### config.mk
export PLATFORM = sky130hd
export DESIGN_NAME = serial_addsub
export DESIGN_NICKNAME = d
export VERILOG_FILES = /design/src/rtl/serial_addsub.sv
export SDC_FILE = /design/constraint.sdc
export NUM_CORES = 1
export LEC_CHECK = 0
export CORE_ASPECT_RATIO = 1.2
export CORE_MARGIN = 5
export CORE_UTILIZATION = 45
export CTS_CLUSTER_DIAMETER = 150
export DETAILED_ROUTE_END_ITERATION = 16
export DONT_BUFFER_PORTS = 1
export GPL_ROUTABILITY_DRIVEN = 0
export PLACE_DENSITY = 0.66
export SYNTH_ARGS = -nofsm -noshare
export SYNTH_HDL_FRONTEND = slang
export SYNTH_SLANG_ARGS = --single-unit
### constraint.sdc
create_clock -name clk -period 1.9 [get_ports clk]
set_input_delay 0.38 -clock clk [delete_from_list [all_inputs] [get_ports clk]]
set_output_delay 0.38 -clock clk [all_outputs]
set_load 0.01 [all_outputs]
### src/rtl/serial_addsub.sv
// serial_addsub: bit-serial two's-complement adder/subtractor.
// One bit pair is processed per clock, LSB first. A single full-add/full-sub
// cell and one carry/borrow flop are shared by every bit.
//
// Ports:
//   clk        rising-edge clock
//   rst        synchronous active-high reset
//   start      operation request, sampled only in IDLE
//   sub        0 = a+b, 1 = a-b (latched at accepted start)
//   a, b       operands (latched at accepted start)
//   busy       high while bits are being processed
//   done       one-cycle completion pulse
//   result     sum/difference, valid from done until the next accepted start
//   carry_out  add: final carry; sub: final borrow (a < b unsigned)
//   overflow   signed overflow of the operation
//
// state | meaning
// IDLE  | waiting for start, outputs hold last result
// RUN   | one bit processed per cycle, LSB first
// DONE  | done pulse for one cycle, then back to IDLE

`timescale 1ns/1ps

module serial_addsub #(
  parameter int WIDTH = 8
) (
  input  logic             clk,
  input  logic             rst,
  input  logic             start,
  input  logic             sub,
  input  logic [WIDTH-1:0] a,
  input  logic [WIDTH-1:0] b,
  output logic             busy,
  output logic             done,
  output logic [WIDTH-1:0] result,
  output logic             carry_out,
  output logic             overflow
);

  localparam int CW = $clog2(WIDTH) + 1;

  typedef enum logic [1:0] {IDLE, RUN, DONE} state_t;

  state_t           state, state_n;
  logic [WIDTH-1:0] a_sh, b_sh, res_sh;
  logic [CW-1:0]    cnt;
  logic             c, mode, sa, sb;
  logic             x, y, sbit, c_n, last;

  assign x    = a_sh[0];
  assign y    = b_sh[0];
  assign sbit = x ^ y ^ c;
  // Add propagates a carry, subtract propagates a borrow.
  assign c_n  = mode ? ((~x & y) | (c & ~(x ^ y)))
                     : ((x & y) | (c & (x ^ y)));
  assign last = (cnt == CW'(WIDTH - 1));

  always_ff @(posedge clk) begin
    if (rst) state <= IDLE;
    else     state <= state_n;
  end

  always_comb begin
    state_n = state;
    busy    = 1'b0;
    done    = 1'b0;
    case (state)
      IDLE: if (start) state_n = RUN;
      RUN: begin
        busy = 1'b1;
        if (last) state_n = DONE;
      end
      DONE: begin
        done    = 1'b1;
        state_n = IDLE;
      end
      default: state_n = IDLE;
    endcase
  end

  always_ff @(posedge clk) begin
    if (rst) begin
      a_sh   <= '0;
      b_sh   <= '0;
      res_sh <= '0;
      cnt    <= '0;
      c      <= 1'b0;
      mode   <= 1'b0;
      sa     <= 1'b0;
      sb     <= 1'b0;
    end else begin
      case (state)
        IDLE: if (start) begin
          a_sh   <= a;
          b_sh   <= b;
          res_sh <= '0;
          cnt    <= '0;
          c      <= 1'b0;
          mode   <= sub;
          sa     <= a[WIDTH-1];
          sb     <= b[WIDTH-1];
        end
        RUN: begin
          res_sh <= {sbit, res_sh[WIDTH-1:1]};
          a_sh   <= {1'b0, a_sh[WIDTH-1:1]};
          b_sh   <= {1'b0, b_sh[WIDTH-1:1]};
          c      <= c_n;
          cnt    <= cnt + 1'b1;
        end
        default: ;
      endcase
    end
  end

  assign result    = res_sh;
  assign carry_out = c;
  // Sign-bit overflow rule; all-zero state after reset yields 0.
  assign overflow  = mode ? ((sa != sb) && (res_sh[WIDTH-1] != sa))
                          : ((sa == sb) && (res_sh[WIDTH-1] != sa));

endmodule
After elaboration in Yosys (flattened, before gate mapping)
Index checks and enable logic that the tools add are counted.
Widths: inputs -> output; s select.
{"block": "word_totals", "out_inout_bits": 12, "regBits": 34, "elab_cells": 52, "input_bits": 20}
{"block": "op_classes", "n_eq_ne": 8, "addsub": 1, "n_mux": 17, "n_reduce_logical": 7, "n_bitwise": 10}
{"cell": "$pmux 8 s2", "count": 3}
{"cell": "$mux 8", "count": 3}
{"cell": "$pmux 4 s2", "count": 1}
{"cell": "$reduce_and 2->1", "count": 3}
{"cell": "$mux 1", "count": 5}
{"cell": "$add 4x1->4 const B", "count": 1}
{"cell": "$and 1x1->1", "count": 4}
{"cell": "$eq 4x3->1 const B", "count": 1}
{"cell": "$mux 2", "count": 2}
{"cell": "$mux 4", "count": 1}
{"cell": "$ne 2x2->1 const B", "count": 2}
{"cell": "$pmux 2 s2", "count": 1}
{"cell": "$eq 2x1->1 const B", "count": 1}
{"cell": "$eq 2x2->1 const B", "count": 1}
{"cell": "$logic_and 1x1->1", "count": 2}
{"cell": "$logic_not 2->1", "count": 1}
{"cell": "$ne 1x1->1", "count": 2}
{"cell": "$not 1->1", "count": 2}
{"cell": "$or 1x1->1", "count": 2}
{"cell": "$pmux 1 s2", "count": 1}
{"cell": "$reduce_bool 2->1", "count": 1}
{"cell": "$xor 1x1->1", "count": 2}
{"cell": "$eq 1x1->1", "count": 1}

Logic depth before layout (Yosys ltp)
{"block": "logic_depth", "word_depth": 6, "depth_mapped": 5, "ltp_nobuf": 5}

Worst setup path before layout
OpenSTA, ideal clock, no wires.
{"block": "synth_timing", "path_kind": "register -> register", "from": "register c, in the netlist carry_out", "to": "register c, in the netlist carry_out", "path_buffers": 0, "period_less_slack_ns": 1.335, "setup_ns": 0.128, "path_stages_with_launch": 5, "t_arrival_ns": 1.208, "required_ns": 1.772, "setup_slack_ns": 0.565, "cell_sequence": "dfxtp_1 > fa_1 > mux2_2 > a22oi_1 > nor2_1"}
{"block": "synth_between", "elab_chain_cells": 4, "word_cells_on_any_way": 6, "classes_between": "mux: 2; bitwise: 4"}
{"item": "from (decl)", "line_no": "47", "text": "logic c, mode, sa, sb;"}
{"item": "from (signal assigned)", "line_no": "107", "text": "c <= c_n;"}
{"item": "$and 1x1->1, on equally long branches", "line_no": "55, 54"}
{"item": "$or 1x1->1, on equally long branches", "line_no": "55, 54"}
{"item": "$mux 1 (*)", "line_no": "54", "text": "assign c_n = mode ? ((~x & y) | (c & ~(x ^ y)))"}
{"item": "$pmux 1 s2 (*)", "line_no": "92", "text": "case (state)"}
Mark *: on every way between the ends. The rest lies on a longest branch, timed or not.
A chain may end at the register's enable or synchronous reset.

Worst setup path after layout
{"block": "layout_timing", "from": "register state[1]", "to": "output port busy"}
{"block": "layout_between", "elab_chain_cells": 2}
{"item": "from (decl)", "line_no": "44", "text": "state_t state, state_n;"}
{"item": "from (signal assigned)", "line_no": "60", "text": "else state <= state_n;"}
{"item": "$eq 2x1->1", "line_no": "67", "text": "case (state)"}
{"item": "$mux 1", "line_no": "67"}
{"item": "to (decl)", "line_no": "33", "text": "output logic busy,"}
No other way between the ends.

==> flow_metrics.tcl <==
set metrics [dict create \
    status "finished clean" \
    drive_above_1_share 0.196 \
    postCtsSetupBuffers 0 \
    syn_inst 171 \
    h-tree-depth 2 \
    tritoncts "done" \
    leakage_nw 0.617 \
    fp-row-count 23 \
    numCtsBuffers 5 \
    min_from "rst" \
    ctsResizeCount 0 \
    synth_nets 194 \
    timing.rr.start "state[0]" \
    slowest_stage "inv_1" \
    crit_fanout 15 \
    path_class "reg -> out" \
    area_growth_pct 4.35 \
    fp.dieW_um 63.6 \
    worst_path_largest_cell_delay_ns 0.38 \
    drv_cap 0 \
    setup_viol 0 \
    skew_ns 0.00449 \
    drtAntennaViolNets 0 \
    tns_ns 0 \
    grt_max_degree 35 \
    port_buffers 0 \
    via_count 1158 \
    clk_latency_ns 0.28 \
    grt_remaining_overflow 0 \
    power_density_nw_per_um2 907 \
    core_um2 3340 \
    wl_per_cell_um 15.3 \
    critical_path_buf_inv_count 1 \
    hold_viol_final 0 \
    fp.dieH_um 74.4 \
    ctsRootBufferMaster "clkbuf_8" \
    viasPerCell 5.65 \
    ys_seq_area_frac 0.438 \
    worst_ep_arrival_time_ns 1.18 \
    ctsHoldBuffers 0 \
    syn_area_um2 1550 \
    num_antenna_cells 0 \
    fin_cells 205 \
    pin_count 32 \
    rsz0062_at_grt "false" \
    synth.avg_cell_area_um2 9.08 \
    hold_class "in -> reg" \
    finalWirelength_um 3140 \
    worst_pin_slew_ns 0.944 \
    endpoint_kind "output pin" \
    synthFlopType "dfxtp_1" \
    synth.distinct_cells 38 \
    die_area_um2 4730 \
    synth_warnings 0 \
    clk_pin_slew_ns 0.06 \
    crit_chain "nand2b_2 > inv_1" \
    drcViolationCount 0 \
    crit_start "state[1]" \
    grt_pass1_wl_um 5560 \
    cp-start-kind "flop" \
    dr.first_iter.drc_count 93 \
    maxSlewHeadroom 0.370 \
    nets 192 \
    r2r_setup_slack_ns 0.45 \
    crit_family "buffers and inverters" \
    timing.fmax_ghz 0.643 \
    period_share 0.819 \
    grt_use_total 0.149 \
    slew_viol_final 0 \
    ys_ff_latch 34 \
    period_minus_slack_ns 1.56 \
    initial_utilization 0.465 \
    dr.pass1.iters 4 \
    dp_hpwl_um 2230 \
    clock_path_buffers 2 \
    antenna_found_initial 0 \
    synth-edff-count 0 \
    crit_required_ns 1.52 \
    ir_drop_uv 601 \
    cts_sinks 34 \
    ys_async_sr_fraction 0 \
    grt_pass1_vias 1243 \
    dp.cells 199 \
]
final cells by class:
cell class	instances	area [um2]
fillers	322	1720
multi-input cells	122	777
flip-flops and latches	34	681
clock buffers	6	82.6
well taps	37	46.3
repair buffers	3	22.5
inverters	3	11.3
worst paths after layout:
path,to,cells after the start
max,busy,2
min,cnt[3],1
max reg2reg,carry_out,3
min reg2reg,a_sh[7],2
cells in the final DEF, fill, tap and decap left out, types with 2 or more instances in the layout:
cell,synthesis,final
nor2_1,36,36
or3b_2,3,3
nor4_1,2,2
inv_1,3,3
fa_1,2,2
a21oi_1,14,14
nand2b_1,6,6
or3b_1,2,2
clkbuf_8,0,6
nand2_1,9,9
buf_4,4,3
dfxtp_1,34,34
nor2_2,6,6
nor4_2,6,6
nor3_1,5,5
nand3b_1,2,2
a22oi_1,10,10
Yosys cell counts, types with 4 or more instances:
cell / instances / share of area
nor2_1: 36 / 0.087
a21oi_1: 14 / 0.045
nor3_1: 5 / 0.016
clkbuf_1: 4 / 0.0097
nand2b_1: 6 / 0.024
a22oi_1: 10 / 0.048
nor2_2: 6 / 0.024
dfxtp_1: 34 / 0.44
buf_4: 4 / 0.019
nand2_1: 9 / 0.022
nor4_2: 6 / 0.048
cell families after synthesis:
group / after synthesis / synth area share
and+or+nand+nor: 84 / 0.305
DFF: 34 / 0.438
AOI/OAI and AO/OA: 33 / 0.148
buffers and inverters: 15 / 0.0612
adders and majority gates: 3 / 0.0338
xor gates and xnor gates: 1 / 0.00564
muxes: 1 / 0.00725
routing by layer:
metal,GRT usage,vias up,part of all wire
met5,0,-,0
met4,0.0624,0,0.019
met3,0.0680,5,0.082
met2,0.249,28,0.48
met1,0.166,548,0.42
li1,-,577,-
power by group:
group | leakage, nW | internal, mW | switching, mW | total [mW]
registers | 0.279 | 0.756 | 0.0300 | 0.786
clock network | 0.0431 | 0.279 | 0.235 | 0.514
logic | 0.295 | 0.0729 | 0.0958 | 0.169
total | 0.617 | 1.11 | 0.361 | 1.47
registers in the layout (all words and copies together) (netlist names):
signal	flops
sb	1
carry_out	1
mode	1
result	8
cnt	4
a_sh	8
b_sh	8
sa	1
state	2
stage by stage:
step / hold WS, ns / area, um2 / util / setup WS, ns / total power, mW
4_1_cts: 0.152 / 1620 / 0.485 / 0.333 / 1.49
2_1_floorplan: 0.437 / 1550 / - / 0.565 / 0.961
6_report: 0.160 / 1620 / 0.485 / 0.344 / 1.47
5_1_grt: 0.148 / 1620 / 0.485 / 0.174 / 1.55
3_5_place_dp: 0.444 / 1540 / 0.461 / 0.378 / 0.974
3_3_place_gp: 0.444 / 1540 / 0.461 / 0.433 / 0.966
Note: power is estimated with default switching activity, not from simulation.
